File: src/rtl/floppy_pkg.sv
// floppy_pkg
// Shared constants and helpers for the floppy read path. The MFM byte
// decoder and the sector header parser both import this package, so the
// sync word, address marks and field widths are defined once here.
//
// Contents:
//   CELL_WIDTH / BYTE_WIDTH / ERR_WIDTH - cell window, byte and error count widths
//   MFM_SYNC_A1, SYNC_BYTE_A1           - raw A1 missing-clock mark and its decoded byte
//   IDAM_MARK, DAM_MARK                 - address marks that follow the A1 syncs
//   lock_state_e                        - byte framing lock states
//   mfm_data_cells()                    - pick the data cells out of a 16-cell window
//   mfm_has_violation()                 - adjacent-1 check over a 16-cell window
package floppy_pkg;

  localparam int CELL_WIDTH = 16;
  localparam int BYTE_WIDTH = 8;
  localparam int ERR_WIDTH  = 4;

  localparam logic [CELL_WIDTH-1:0] MFM_SYNC_A1  = 16'h4489;
  localparam logic [BYTE_WIDTH-1:0] SYNC_BYTE_A1 = 8'hA1;
  localparam logic [BYTE_WIDTH-1:0] IDAM_MARK    = 8'hFE;
  localparam logic [BYTE_WIDTH-1:0] DAM_MARK     = 8'hFB;

  typedef enum logic {
    LOCK_UNLOCKED = 1'b0,
    LOCK_LOCKED   = 1'b1
  } lock_state_e;

  // Cells arrive as (clock, data) pairs, MSB first, so the data cells sit on
  // the even bit positions of the window.
  function automatic logic [BYTE_WIDTH-1:0] mfm_data_cells(input logic [CELL_WIDTH-1:0] cells);
    logic [BYTE_WIDTH-1:0] result;
    result = '0;
    for (int i = 0; i < BYTE_WIDTH; i++) begin
      result[i] = cells[2*i];
    end
    return result;
  endfunction

  // Legal MFM never places two flux transitions in adjacent cells.
  function automatic logic mfm_has_violation(input logic [CELL_WIDTH-1:0] cells);
    return |(cells & (cells >> 1));
  endfunction

endpackage

File: src/rtl/mfm_cell_shifter.sv
// mfm_cell_shifter
// Holds the last 16 recovered MFM cells and exposes combinational views of
// that window: sync word compare, decoded data byte and the MFM adjacency
// check. The register only moves on a cell strobe, so every output reflects
// the post-shift window from the clock after the strobe onward.
//
// Ports:
//   i_Clk        - system clock
//   i_Reset      - asynchronous, active-high reset (clears the window)
//   i_Cell       - current cell value, 1 = flux transition
//   i_CellValid  - one-cycle strobe qualifying i_Cell
//   o_SyncHit    - window equals SYNC_WORD
//   o_DataByte   - data cells of the window, MSB first
//   o_Violation  - window contains two adjacent 1 cells
module mfm_cell_shifter
  import floppy_pkg::*;
#(
  parameter logic [CELL_WIDTH-1:0] SYNC_WORD = MFM_SYNC_A1
) (
  input  logic                  i_Clk,
  input  logic                  i_Reset,
  input  logic                  i_Cell,
  input  logic                  i_CellValid,
  output logic                  o_SyncHit,
  output logic [BYTE_WIDTH-1:0] o_DataByte,
  output logic                  o_Violation
);

  logic [CELL_WIDTH-1:0] r_Cells;

  // Shift the new cell in at the LSB on each strobe; hold otherwise.
  always_ff @(posedge i_Clk or posedge i_Reset) begin
    if (i_Reset) begin
      r_Cells <= '0;
    end else if (i_CellValid) begin
      r_Cells <= {r_Cells[CELL_WIDTH-2:0], i_Cell};
    end
  end

  assign o_SyncHit   = (r_Cells == SYNC_WORD);
  assign o_DataByte  = mfm_data_cells(r_Cells);
  assign o_Violation = mfm_has_violation(r_Cells);

endmodule

File: src/rtl/mfm_byte_decoder.sv
// mfm_byte_decoder
// Turns the recovered MFM cell stream into decoded bytes for the sector
// header parser. It hunts for the A1 missing-clock sync word, aligns byte
// framing to it, and then emits one byte every 16 cells while locked. Bytes
// whose cell window breaks the MFM adjacency rule are still emitted but
// flagged, and a run of LOSS_COUNT such bytes drops lock until the next sync.
//
// Ports:
//   i_Clk        - system clock
//   i_Reset      - asynchronous, active-high reset
//   i_Cell       - current MFM cell value (1 = flux transition)
//   i_CellValid  - one-cycle strobe, at least 3 clocks apart
//   o_Data       - decoded byte, MSB first
//   o_Valid      - one-cycle pulse, o_Data valid
//   o_Sync       - one-cycle pulse, sync word detected
//   o_Locked     - byte framing established
//   o_CodeError  - pulses with o_Valid when the byte's cell window violates MFM
//   o_Errors     - consecutive violating byte count, saturating
module mfm_byte_decoder
  import floppy_pkg::*;
#(
  parameter logic [CELL_WIDTH-1:0] SYNC_WORD  = MFM_SYNC_A1,
  parameter logic [BYTE_WIDTH-1:0] SYNC_BYTE  = SYNC_BYTE_A1,
  parameter int unsigned           LOSS_COUNT = 4
) (
  input  logic                  i_Clk,
  input  logic                  i_Reset,
  input  logic                  i_Cell,
  input  logic                  i_CellValid,
  output logic [BYTE_WIDTH-1:0] o_Data,
  output logic                  o_Valid,
  output logic                  o_Sync,
  output logic                  o_Locked,
  output logic                  o_CodeError,
  output logic [ERR_WIDTH-1:0]  o_Errors
);

  localparam logic [ERR_WIDTH-1:0] LOSS_LIMIT = ERR_WIDTH'(LOSS_COUNT);
  localparam logic [ERR_WIDTH-1:0] ERR_MAX    = '1;
  localparam logic [3:0]           LAST_CELL  = 4'd15;

  logic                  w_SyncHit;
  logic [BYTE_WIDTH-1:0] w_DataByte;
  logic                  w_Violation;
  logic [ERR_WIDTH-1:0]  w_ErrorsInc;

  lock_state_e           r_State;
  logic                  r_StrobeD;
  logic                  r_SyncPend;
  logic [3:0]            r_Count;
  logic [BYTE_WIDTH-1:0] r_Data;
  logic                  r_Valid;
  logic                  r_Sync;
  logic                  r_CodeError;
  logic [ERR_WIDTH-1:0]  r_Errors;

  mfm_cell_shifter #(
    .SYNC_WORD (SYNC_WORD)
  ) u_shifter (
    .i_Clk       (i_Clk),
    .i_Reset     (i_Reset),
    .i_Cell      (i_Cell),
    .i_CellValid (i_CellValid),
    .o_SyncHit   (w_SyncHit),
    .o_DataByte  (w_DataByte),
    .o_Violation (w_Violation)
  );

  assign w_ErrorsInc = (r_Errors == ERR_MAX) ? r_Errors : r_Errors + 1'b1;

  // Framing, lock FSM and output registers.
  // Everything is evaluated one clock after a strobe (r_StrobeD), when the
  // shifter window already holds the post-shift cells. A sync hit wins over
  // a byte boundary: it pulses o_Sync now and parks the A1 byte in
  // r_SyncPend so o_Valid follows a clock later, never together with o_Sync.
  // The strobe spacing guarantees the parked A1 cannot collide with the next
  // strobe's evaluation.
  always_ff @(posedge i_Clk or posedge i_Reset) begin
    if (i_Reset) begin
      r_State     <= LOCK_UNLOCKED;
      r_StrobeD   <= 1'b0;
      r_SyncPend  <= 1'b0;
      r_Count     <= '0;
      r_Data      <= '0;
      r_Valid     <= 1'b0;
      r_Sync      <= 1'b0;
      r_CodeError <= 1'b0;
      r_Errors    <= '0;
    end else begin
      r_StrobeD   <= i_CellValid;
      r_SyncPend  <= 1'b0;
      r_Valid     <= 1'b0;
      r_Sync      <= 1'b0;
      r_CodeError <= 1'b0;

      if (r_SyncPend) begin
        r_Valid <= 1'b1;
        r_Data  <= SYNC_BYTE;
      end

      if (r_StrobeD) begin
        if (w_SyncHit) begin
          r_Sync     <= 1'b1;
          r_SyncPend <= 1'b1;
          r_Count    <= '0;
          r_State    <= LOCK_LOCKED;
          r_Errors   <= '0;
        end else begin
          r_Count <= r_Count + 1'b1;
          if ((r_State == LOCK_LOCKED) && (r_Count == LAST_CELL)) begin
            r_Valid <= 1'b1;
            r_Data  <= w_DataByte;
            if (w_Violation) begin
              r_CodeError <= 1'b1;
              r_Errors    <= w_ErrorsInc;
              if (w_ErrorsInc >= LOSS_LIMIT) begin
                r_State <= LOCK_UNLOCKED;
              end
            end else begin
              r_Errors <= '0;
            end
          end
        end
      end
    end
  end

  assign o_Data      = r_Data;
  assign o_Valid     = r_Valid;
  assign o_Sync      = r_Sync;
  assign o_Locked    = (r_State == LOCK_LOCKED);
  assign o_CodeError = r_CodeError;
  assign o_Errors    = r_Errors;

endmodule
File: config.mk
export PLATFORM = sky130hd
export DESIGN_NAME = mfm_byte_decoder
export DESIGN_NICKNAME = d
export VERILOG_FILES = /design/src/rtl/floppy_pkg.sv /design/src/rtl/mfm_cell_shifter.sv /design/src/rtl/mfm_byte_decoder.sv
export SDC_FILE = /design/constraint.sdc
export NUM_CORES = 1
export LEC_CHECK = 0
export CAP_MARGIN = 5
export CORE_UTILIZATION = 30
export CTS_CLUSTER_DIAMETER = 30
export DETAILED_ROUTE_END_ITERATION = 8
export PLACE_DENSITY_LB_ADDON = 0.12
export SETUP_SLACK_MARGIN = 0.5
export SLEW_MARGIN = 5
export SYNTH_ARGS = -nofsm -noshare
export SYNTH_HDL_FRONTEND = slang
export SYNTH_HIERARCHICAL = 1
export SYNTH_SLANG_ARGS = --single-unit
export TNS_END_PERCENT = 10
File: constraint.sdc
create_clock -name i_Clk -period 2.5 [get_ports i_Clk]
set_clock_uncertainty 0.2 [all_clocks]
set_input_delay 0.5 -clock i_Clk [delete_from_list [all_inputs] [get_ports i_Clk]]
set_output_delay 0.5 -clock i_Clk [all_outputs]
set_load 0.005 [all_outputs]
* Word level (Yosys, flattened, before mapping)
Cells that the tools add are included.
** Word-level totals
- Logic and storage cells :: 46
- Register bits :: 37
- Input bits :: 4
** Operators by class
- Reduce and logical (&&, ||, !) cells :: 7
- Bitwise operators :: 1
- Eq/ne operators :: 3
- Add/subtract/negate cells :: 2
- Magnitude comparators :: 1
- Muxes and demuxes :: 23
** Operators with widths (count)
- two-way mux 8 bit :: 4
- two-way mux 4 bit :: 5
- bitwise AND 16 x 15 -> 16 bit :: 1
- == test 16 x 15 -> 1 bit (second input constant) :: 1
- OR reduction 16 bit :: 1
- two-way mux 1 bit :: 14
- adder 4 x 1 -> 4 bit (second input constant) :: 2
- == test 4 bit (second input constant) :: 2
- nonzero test 2 bit :: 3
- greater-or-equal comparator 4 x 3 -> 1 bit (second input constant) :: 1
- AND reduction 4 bit :: 1
- AND reduction 2 bit :: 1
- logical AND 1 bit :: 1

* Logic depth before layout (Yosys ltp)
Gate-level depths: netlist (run 1).
- Depth after elaboration :: 7
- Mapped depth :: 6

* Modules after synthesis
The synthesis (run 1) kept the hierarchy.
** Modules (own cells, without submodules)
- mfm_byte_decoder :: area an instance 998.5 um^2, cells each 99, times used 1, seq. area each 525.5 um^2
- mfm_cell_shifter :: area an instance 759.5 um^2, cells each 58, times used 1, seq. area each 400.4 um^2

* Least setup slack after synthesis (run 1)
Ideal clock, no wire load.
- Kind :: register to register
- From :: register u_shifter.r_Cells[8]
- To :: register r_Errors[1], in the netlist o_Errors[1]
- Clock period less this slack :: 1.908 ns
- Path slack :: 0.592 ns
- Cell stages (with the launch flop) :: 7
- Required time :: 2.162 ns
- Path buffers :: 0
- Arrival :: 1.571 ns
- Path through :: dfrtp_1 > a222oi_1 > nand3_1 > or2_1 > nor2b_1 > a211oi_1 > o32ai_1
** On the way
- Cells in the longest elaborated chain, start to end :: 5
- Elaborated cells between the ends (all ways) :: 8
- Classes of those cells :: eq/ne (1); mux (3); bitwise (1); reduce/logical (3)
** RTL lines
- start, declared :: line mfm_cell_shifter.sv:29 : logic [CELL_WIDTH-1:0] r_Cells;
- start signal, assigned :: line mfm_cell_shifter.sv:36 : r_Cells <= {r_Cells[CELL_WIDTH-2:0], i_Cell};
- bitwise AND 16 x 15 -> 16 bit :: line floppy_pkg.sv:42 : return |(cells & (cells >> 1));
- OR reduction 16 bit :: line floppy_pkg.sv:42
- named net w_Violation :: line mfm_byte_decoder.sv:44 : logic w_Violation;
- two-way mux 4 bit :: line mfm_byte_decoder.sv:113 : if (w_Violation) begin
- two-way mux 4 bit :: line mfm_byte_decoder.sv:110 : if ((r_State == LOCK_LOCKED) && (r_Count == LAST_CELL)) begin
- two-way mux 4 bit :: line mfm_byte_decoder.sv:102 : if (w_SyncHit) begin
- end signal, assigned :: line mfm_byte_decoder.sv:115 : r_Errors <= w_ErrorsInc;
- end, declared :: line mfm_byte_decoder.sv:55 : logic [ERR_WIDTH-1:0] r_Errors;
The timed path passes the listed nets, and every way through them passes these cells. The select of a mux whose other input is x is not followed.
A chain may end at the register's enable or synchronous reset.

* Worst setup path after layout (run 1)
Ends and elaborated chain as after synthesis.

==> summary.md, run 1 <==
| Metric | Value |
|---|---|
| Mean area per synthesized cell | 11.2 µm² |
| Inserted Clock Buffers | 5 |
| Worst IR Drop VDD | 267 µV |
| Starting Density | 31.5% |
| Hold Fails Final Rpt | 0 |
| Skew-Pair Late Insertion Delay | 0.28 ns |
| Fill cell count | 559 |
| Fin crit period | 1.98 ns |
| # diodes | 0 |
| Routability cong. | 0.800 |
| Unrepaired setup endpoints after global routing | yes |
| Vert. Die Dim | 78.6 µm |
| CTS tree | done |
| DP Wirelength | 2490 µm |
| # rows | 27 |
| DR pass1 iterations | 4 |
| Clock root buffer | clkbuf_8 |
| Share of layout cells above drive strength 1 | 20.6% |
| Ys async rst share | 100% |
| Layout overhead on the synthesized area | 18.6% |
| Final Max Tran Viols | 0 |
| Setup Viol. Count Final | 0 |
| Max cap viols | 0 |
| Yosys top cell by area | dfrtp_1 |
| CTS H-tree depth | 2 |
| Req. time, crit path | 2.46 ns |
| CP Max Fanout | 4 |
| Number of global-route vias before repair | 1136 |
| Die span in x | 78.6 µm |
| Post-Place Cells | 238 |
| F_max | 506 MHz |
| CTS max path bufs | 2 |
| Clock sink total | 37 |
| Yosys top cell area share | 52.7% |
| Measured slew at the worst slew-check pin | 0.599 ns |
| Relative slew slack | 60.0% |
| Vias after detailed routing | 1230 |
| Register bit count reported by yosys | 37 |
| Final core utilization | 37.4% |
| Outcome | complete, no violations |
| Syn_nets | 163 |
| EDFF count, synth | 0 |
| Arrival time of the worst setup path | 1.93 ns |
| Remaining DRCs | 0 |
| Core ar. | 5570 µm² |
| Clk slew on worst S/H paths | 0.06 ns |
| IO Pins | 20 |
| Gr ovfl total | 0 |
| Total GRT Usage | 12.4% |
| Fin crit share | 79.1% |
| Final WS setup | 0.523 ns |
| Synthesized cell area | 1760 µm² |
| Yosys warning count | 6 |
| DIE AREA | 6170 µm² |
| Final #Nets | 180 |
| Largest net degree at the start of global routing | 22 |
| Initial DRC Count | 50 |
| First-pass GRT wire length | 5930 µm |
| Worst setup path category | register to register |
| Post-detailed-route via-to-cell ratio | 4.98 |
| Final Routed Wirelength | 3420 µm |
| Setup WS pre-CTS | 0.389 ns |
| Post-synth cell types | 37 |
| Setup TNS | 0 ns |
| Most frequent cells in the layout | dfrtp_1 (35), o21ai_0 (19), clkdlybuf4s50_1 (19) |
| Leak | 0.847 nW |
| Critical Path End Type | register |
| P per Cell Area | 876 nW/µm² |
| HP Class | register to register |
| Non-filler cells, final | 247 |
| Final ANT Viol Nets | 0 |
| Initial antenna violation count | 0 |
| Most common cell after layout, fill and taps aside | dfrtp_1 |
| Sequential fraction of the synthesis area | 52.7% |
| Area contributors post-synth | dfrtp_1 (53%), mux2_2 (10%), o21ai_0 (5.4%), buf_4 (3.8%), nand3_1 (3.4%) |
| Routed len/inst | 13.8 µm |
| CP Launch Type | register |
| Post-synthesis cell count | 157 |
| Buffers on Ports | 19 |
| Most used flip-flop cell after synthesis | dfrtp_1 |
worst max-delay path, cell delays in order (launching register included):
cell      delay, ns
dfrtp_1        0.41
a222oi_1       0.34
nand3_1        0.10
or2_1          0.27
nor2b_1        0.20
a211oi_2       0.22
o32ai_1        0.12
flip-flops by register name, indices dropped and copies added (netlist names):
| register | cells |
|---|---|
| o_CodeError | 1 |
| o_Data | 8 |
| o_Errors | 4 |
| o_Locked | 1 |
| o_Sync | 1 |
| o_Valid | 1 |
| r_Count | 4 |
| r_StrobeD | 1 |
| u_shifter/r_Cells | 16 |
final timing paths:
| path | from | end | slack [ns] | depth (start not counted) |
|---|---|---|---|---|
| max in group asynchronous | i_Reset | u_shifter/r_Cells[14] | 1.26 | 2 |
| min | r_Count[0] | r_Count[0] | 0.33 | 1 |
| max | u_shifter/r_Cells[8] | o_Errors[1] | 0.52 | 6 |
| min reg2reg | r_Count[0] | r_Count[0] | 0.33 | 1 |
| min in group asynchronous | i_Reset | r_Count[2] | 0.37 | 3 |
| max reg2reg | u_shifter/r_Cells[8] | o_Errors[1] | 0.52 | 6 |
logic make-up (layout without fill, tap and decap cells):
family | after synthesis | count (layout) | synth area share (%)
and+or+nand+nor | 52 | 52 | 17.4
DFF | 37 | 37 | 52.7
AOI/OAI and AO/OA | 30 | 30 | 10.7
muxes | 18 | 18 | 11.4
buffers and inverters | 18 | 36 | 6.41
adders and majority gates | 2 | 2 | 1.42
Yosys cell counts, types with 2 or more instances:
master	n
or2_2	2
buf_2	3
nand2b_1	7
dfrtp_1	37
buf_4	9
ha_1	2
nand3_1	12
mux2i_1	2
and4_1	2
mux2_2	16
nor4b_1	3
a2bb2oi_1	2
nor2_1	7
nor2b_1	3
inv_1	5
nand2_1	5
o21ai_0	19
and2_1	2
power breakdown:
group | internal [mW] | leakage, nW | total [mW] | switching (mW)
registers | 0.771 | 0.457 | 0.966 | 0.195
logic | 0.289 | 0.350 | 0.475 | 0.186
clock network | 0.198 | 0.0395 | 0.386 | 0.188
through the flow:
stage	hold WS, ns	area, µm²	power [mW]
3_3_place_gp	0.329	1970	1.41
5_1_grt	0.365	2080	1.96
6_report	0.330	2080	1.83
4_1_cts	0.343	2060	1.83
3_5_place_dp	0.324	1970	1.42
2_1_floorplan	0.214	1760	1.27
layer usage:
metal,track usage [%],vias to the layer above,share of wire [%]
met3,3.95,5,3.9
met4,3.89,0,1.2
met1,18.0,607,50
li1,-,595,-
met2,17.4,23,44
met5,0,-,0
timing repair:
action,CTS,global route
resized for setup,2,7
hold buffers,0,0
gates cloned,0,0
pin swaps,0,2
setup endpoints to repair,4,16
buffers inserted,1,0
hold endpoints to repair,0,0
final cells by class:
cell class,instances,area [µm²],area share [%]
timing repair buffer,23,220,10.6
inverter,5,18.8,0.900
tap,72,90.1,4.32
sequential,37,928,44.5
clock buffer,8,80.1,3.84
multi-input combinational,102,747,35.8
(Power assumes the default switching activity.)
==> run 2, diff against run 1 <==
==> constraint.sdc (replaced) <==
create_clock -name i_Clk -period 1.82 [get_ports i_Clk]
set_clock_uncertainty 0.2 [all_clocks]
set_input_delay 0.364 -clock i_Clk [delete_from_list [all_inputs] [get_ports i_Clk]]
set_output_delay 0.364 -clock i_Clk [all_outputs]
set_load 0.005 [all_outputs]
==> run 2 against run 1 <==
Effect of this change: the flow now finishes with violations (setup timing); global-route usage rose by 0.98 points; utilization rose by 3.1 points; hold slack worse by 0.12 ns; design area increased by 8.2%; sequential cell count unchanged; register-to-register slack got worse by 0.60 ns; die area did not move; first-iteration DRC count up 28%; combinational power rose by 91%; largest cell class unchanged; largest power group unchanged.
==> summary.md, run 2 (synthesis results as in run 1) <==
| Metric | Value |
|---|---|
| Outcome | complete, but fails checks |
| Violated checks | setup timing |
| Final ANT Viol Nets | 0 |
| CTS tree | done |
| Setup TNS | -0.194 ns |
| Final Routed Wirelength | 3650 µm |
| First-pass GRT wire length | 6310 µm |
| Final WS setup | -0.0745 ns |
| Non-filler cells, final | 271 |
| Top reg by flops | u_shifter/r_Cells |
| Fin crit period | 1.89 ns |
| Largest register FFs | 16 |
| Leak | 1.02 nW |
| Unrepaired setup endpoints after global routing | yes |
| Final #Nets | 205 |
| Hold Fails Final Rpt | 0 |
| Initial DRC Count | 64 |
| WHS | 0.213 ns |
| Skew-Pair Late Insertion Delay | 0.29 ns |
| Total GRT Usage | 13.4% |
| Routability cong. | 0.869 |
| CTS max path bufs | 2 |
| HP Class | input port to async pin |
| Number of global-route vias before repair | 1330 |
| DP Wirelength | 2710 µm |
| Vias after detailed routing | 1327 |
| F_max | 528 MHz |
| Post-detailed-route via-to-cell ratio | 4.90 |
| Max cap viols | 0 |
| Relative slew slack | 73.5% |
| DR pass1 iterations | 4 |
| Die span in x | 78.6 µm |
| Gr ovfl total | 0 |
| Buffers on Ports | 19 |
| Pwr Total | 2.77 mW |
| Critical Path End Type | register |
| Post-Place Cells | 262 |
| IO Pins | 20 |
| Share of layout cells above drive strength 1 | 41.7% |
| DIE AREA | 6170 µm² |
| Arrival time of the worst setup path | 1.86 ns |
| Seq pwr share | 46.2% |
| Routed len/inst | 13.5 µm |
| Measured slew at the worst slew-check pin | 0.396 ns |
| # diodes | 0 |
| CTS H-tree depth | 2 |
| Layout overhead on the synthesized area | 28.3% |
| CP Max Fanout | 5 |
| Final core utilization | 40.5% |
| Clock root buffer | clkbuf_8 |
| P per Cell Area | 1230 nW/µm² |
| Comb power frac | 32.8% |
| Setup Viol. Count Final | 5 |
| Internal power | 1.91 mW |
| Sw Ratio | 31.0% |
| Clk slew on worst S/H paths | 0.08 ns |
| Largest net degree at the start of global routing | 22 |
| Req. time, crit path | 1.79 ns |
| Most common cell after layout, fill and taps aside | dfrtp_1 |
| Depth of the most critical reg-to-reg path | 6 |
| NetSw | 0.856 mW |
| Clock share of power | 21.0% |
| Starting Density | 31.5% |
| Cts hold-fix bufs | 0 |
| Remaining DRCs | 0 |
| Most frequent cells in the layout | dfrtp_1 (36), buf_4 (27), mux2_2 (16) |
| Inserted Clock Buffers | 5 |
| Fin crit share | 104% |
| Worst IR Drop VDD | 427 µV |
| Final Max Tran Viols | 0 |
| # rows | 27 |
| Vert. Die Dim | 78.6 µm |
| CP Launch Type | register |
| Clock sink total | 37 |
| Initial antenna violation count | 0 |
| Core ar. | 5570 µm² |
| Fill cell count | 542 |
| Worst setup path category | register to register |
[run 2: final timing paths]
kind	slack [ns]	from	endpoint
worst max-delay path	-0.07	u_shifter/r_Cells[13]	o_Errors[1]
worst min-delay path	0.21	i_Reset	u_shifter/r_Cells[3]
worst max register to register	-0.07	u_shifter/r_Cells[13]	o_Errors[1]
worst min register to register	0.34	o_Data[6]	o_Data[6]
max in group asynchronous	0.97	i_Reset	r_StrobeD
min in group i_Clk	0.33	i_CellValid	r_StrobeD
[run 2: power groups by stage]
stage          logic (mW)  clock network [mW]  registers, mW
2_1_floorplan       0.509                   0           1.27
3_3_place_gp        0.922                   0           1.28
3_5_place_dp        0.922                   0           1.29
4_1_cts             0.909               0.601           1.27
5_1_grt              1.01               0.632           1.31
6_report            0.907               0.582           1.28
[run 2: per-stage QoR]
step,worst slack (ns),instance area [µm²]
2_1_floorplan,0.0550,1790
3_3_place_gp,-0.0568,2190
3_5_place_dp,-0.108,2190
4_1_cts,-0.0962,2250
5_1_grt,-0.196,2260
6_report,-0.0745,2260
[run 2: cell type report]
type | count | area, µm² | area share, %
clock buffer | 6 | 82.6 | 3.66
clock inverter | 1 | 7.51 | 0.333
inverter | 5 | 18.8 | 0.832
multi-input combinational | 102 | 771 | 34.2
sequential | 37 | 927 | 41.1
tap | 72 | 90.1 | 3.99
timing repair buffer | 48 | 359 | 15.9
[run 2: what timing repair did]
action,CTS,global route
setup buffers,2,0
pin swaps,5,2
endpoints found under the hold margin,0,0
gates resized for setup,71,4
setup endpoints to repair,52,36
[run 2: metal layers]
layer	part of all wire, %	vias up	track usage (%)
met3	3.2	7	2.44
met1	45	646	16.2
met4	2.5	0	7.22
met2	50	29	22.5
li1	-	645	-
met5	0	-	0
[run 2: critical path, stage by stage (launching register included)]
cell and delay (ns):
dfrtp_1 0.41, nor4b_2 0.30, and4_4 0.29, buf_4 0.15
a41oi_1 0.08, a211oi_2 0.24, o32ai_1 0.11
==> run 3, diff against run 2 <==
--- a/config.mk
+++ b/config.mk
@@ -5,6 +5,7 @@
 export SDC_FILE = /design/constraint.sdc
 export NUM_CORES = 1
 export LEC_CHECK = 0
+export ABC_AREA = 1
 export CAP_MARGIN = 5
 export CORE_UTILIZATION = 30
 export CTS_CLUSTER_DIAMETER = 30
==> run 3 against run 2 <==
Effect of this change: the flow now finishes without violations; hold slack worse by 0.015 ns; clock power is 8.6% higher; design area is 3.4% higher; cell count is 19% higher; worst setup slack better by 0.27 ns; critical path depth is 2 higher; register-to-register slack better by 0.27 ns; critical endpoint is now o_Data[0]; largest cell class unchanged.
==> summary.md, run 3 <==
| Metric | Value |
|---|---|
| # rows | 27 |
| CP Max Fanout | 6 |
| Outcome | complete, no violations |
| Met2 wire length | 1670 µm |
| Remaining DRCs | 0 |
| Clock share of power | 32.5% |
| Comb power frac | 16.2% |
| HP Class | input port to async pin |
| Setup Viol. Count Final | 0 |
| CP Cell Sequence | nor2_1 > nand4_1 > nor2_4 > inv_2 > nand3_4 > nand2_4 > o21ai_2 > inv_1 |
| Most frequent cells in the layout | nand2_1 (40), dfrtp_1 (31), inv_1 (27) |
| Routability cong. | 0.748 |
| DP Wirelength | 2670 µm |
| Layout overhead on the synthesized area | 28.8% |
| Critical Path End Type | register |
| Largest register FFs | 16 |
| Core ar. | 5680 µm² |
| NetSw | 0.554 mW |
| Met1 wire length | 1980 µm |
| Gr ovfl total | 0 |
| Wire length on met3 | 130 µm |
| Relative slew slack | 80.3% |
| Leak | 1.25 nW |
| CP peak stage delay | 0.45 ns |
| Clock root buffer | clkbuf_8 |
| Post-synth cell types | 23 |
| Buffers on Ports | 19 |
| Post-synthesis cell count | 210 |
| Cts hold-fix bufs | 0 |
| CTS H-tree depth | 2 |
| IO Pins | 20 |
| Initial DRC Count | 61 |
| Xor/xnor share of the synthesized area | 0.968% |
| Routed len/inst | 12.0 µm |
| Yosys top cell by area | dfrtp_1 |
| Max cap viols | 0 |
| Clk slew on worst S/H paths | 0.08 ns |
| Worst IR Drop VDD | 355 µV |
| Fin crit period | 1.63 ns |
| Total GRT Usage | 13.8% |
| Top cells by count, synth | nand2_1 (46), dfrtp_1 (37), inv_1 (30) |
| Pwr Total | 1.94 mW |
| # diodes | 0 |
| Final ANT Viol Nets | 0 |
| Non-filler cells, final | 323 |
| Top reg by flops | u_shifter/r_Cells |
| Synth Area in Simple Gates | 23.2% |
| Vias after detailed routing | 1457 |
| Syn_nets | 216 |
| Yosys warning count | 6 |
| Clock sink total | 37 |
| Req. time, crit path | 1.81 ns |
| Arrival time of the worst setup path | 1.62 ns |
| Fill cell count | 584 |
| DIE AREA | 6350 µm² |
| Unrepaired setup endpoints after global routing | yes |
| Setup TNS | 0 ns |
| P per Cell Area | 833 nW/µm² |
| Sw Ratio | 28.5% |
| Worst setup path category | register to register |
| Synthesized cell area | 1810 µm² |
| Multiplexer share of the synthesized area | 0.622% |
| Seq pwr share | 51.3% |
| Vert. Die Dim | 79.7 µm |
| Measured slew at the worst slew-check pin | 0.296 ns |
| Inserted Clock Buffers | 5 |
| Hold Fails Final Rpt | 0 |
| Skew-Pair Late Insertion Delay | 0.29 ns |
| Largest family of logic cells by synthesized area | simple AND/OR/NAND/NOR gates |
| Number of global-route vias before repair | 1374 |
| Final Routed Wirelength | 3860 µm |
| Die span in x | 79.7 µm |
| Count leader, synth | nand2_1 |
| Share of layout cells above drive strength 1 | 27.9% |
| Area contributors post-synth | dfrtp_1 (51%), nand2_1 (9.5%), inv_1 (6.2%), nor2_1 (5.2%), o21ai_0 (4.1%) |
| First-pass GRT wire length | 6530 µm |
| Register bit count reported by yosys | 37 |
| Fin crit share | 89.4% |
| Post-synthesis compound-gate area fraction | 10.4% |
| CTS tree | done |
| Final Max Tran Viols | 0 |
| Highest routed metal layer | met4 |
| Ys async rst share | 100% |
| Mean area per synthesized cell | 8.62 µm² |
| Initial antenna violation count | 0 |
| Final WS setup | 0.192 ns |
| Starting Density | 31.9% |
| Post-Place Cells | 292 |
| CTS max path bufs | 2 |
| Yosys top cell area share | 51.1% |
| Setup WS pre-CTS | 0.0753 ns |
| WHS | 0.198 ns |
| F_max | 614 MHz |
| EDFF count, synth | 0 |
| Worst path slowest cell | dfrtp_2 |
| Most used flip-flop cell after synthesis | dfrtp_1 |
| CP Launch Type | register |
| Post-detailed-route via-to-cell ratio | 4.51 |
| Final #Nets | 256 |
| Worst reg2reg setup slack | 0.19 ns |
| DR pass1 iterations | 4 |
| Largest net degree at the start of global routing | 32 |
| Sequential fraction of the synthesis area | 51.1% |
| Internal power | 1.39 mW |
| Most common cell after layout, fill and taps aside | nand2_1 |
| Post-Synth Adder-Cell Area | 1.38% |
## run 3: what timing repair did
| action | in CTS | in global routing |
|---|---|---|
| setup endpoints to repair | 36 | 38 |
| pin swaps | 2 | 7 |
| resized for setup | 25 | 14 |
| setup buffers | 20 | 3 |
## run 3: per-layer routing
layer | track usage [%] | vias up
met5 | 0 | -
li1 | - | 728
met2 | 20.0 | 25
met4 | 7.27 | 0
met3 | 3.54 | 7
met1 | 18.6 | 697
## run 3: logic make-up after synthesis
family | Yosys count
simple gates | 93
buf+inv | 43
flops | 37
compound gates | 32
xor+xnor | 2
fa+ha+maj | 2
mux | 1
## run 3: power by group through the flow
stage	clock [mW]	sequential (mW)	combinational [mW]
3_5_place_dp	0	1.01	0.269
5_1_grt	0.683	1.01	0.365
2_1_floorplan	0	0.983	0.255
4_1_cts	0.649	0.991	0.294
3_3_place_gp	0	1.01	0.273
6_report	0.632	0.996	0.315
## run 3: critical path, delay by kind of cell (launching register included)
family / cells / cell delay [ns]
simple gates: 5 / 0.63
compound gates: 1 / 0.14
flops: 1 / 0.45
buf+inv: 2 / 0.12
## run 3: final timing paths
| kind | startpoint | end | cells after the start |
|---|---|---|---|
| setup / recovery | u_shifter/r_Cells[4] | o_Data[0] | 8 |
| hold / removal | i_Reset | u_shifter/r_Cells[14] | 3 |
| setup reg to reg | u_shifter/r_Cells[4] | o_Data[0] | 8 |
| hold reg to reg | r_Count[0] | r_Count[0] | 1 |
| max in group asynchronous | i_Reset | o_Errors[1] | 3 |
| min in group i_Clk | r_Count[0] | r_Count[0] | 1 |
## run 3: layout make-up
class                      instances  area, µm²  area share, %
multi-input combinational        130        708           30.4
timing repair buffer              45        378           16.2
tap                               72       90.1           3.86
inverter                          31        121           5.20
clock inverter                     1       5.00          0.215
sequential                        37        933           40.0
clock buffer                       7       96.3           4.13
## run 3: through the flow
stage               utilization (%)  instance area, µm²
finish                         41.1                2330
global route                   41.1                2330
CTS                            40.0                2270
detailed placement             35.7                2030
global placement               35.7                2030
floorplan                         -                1810
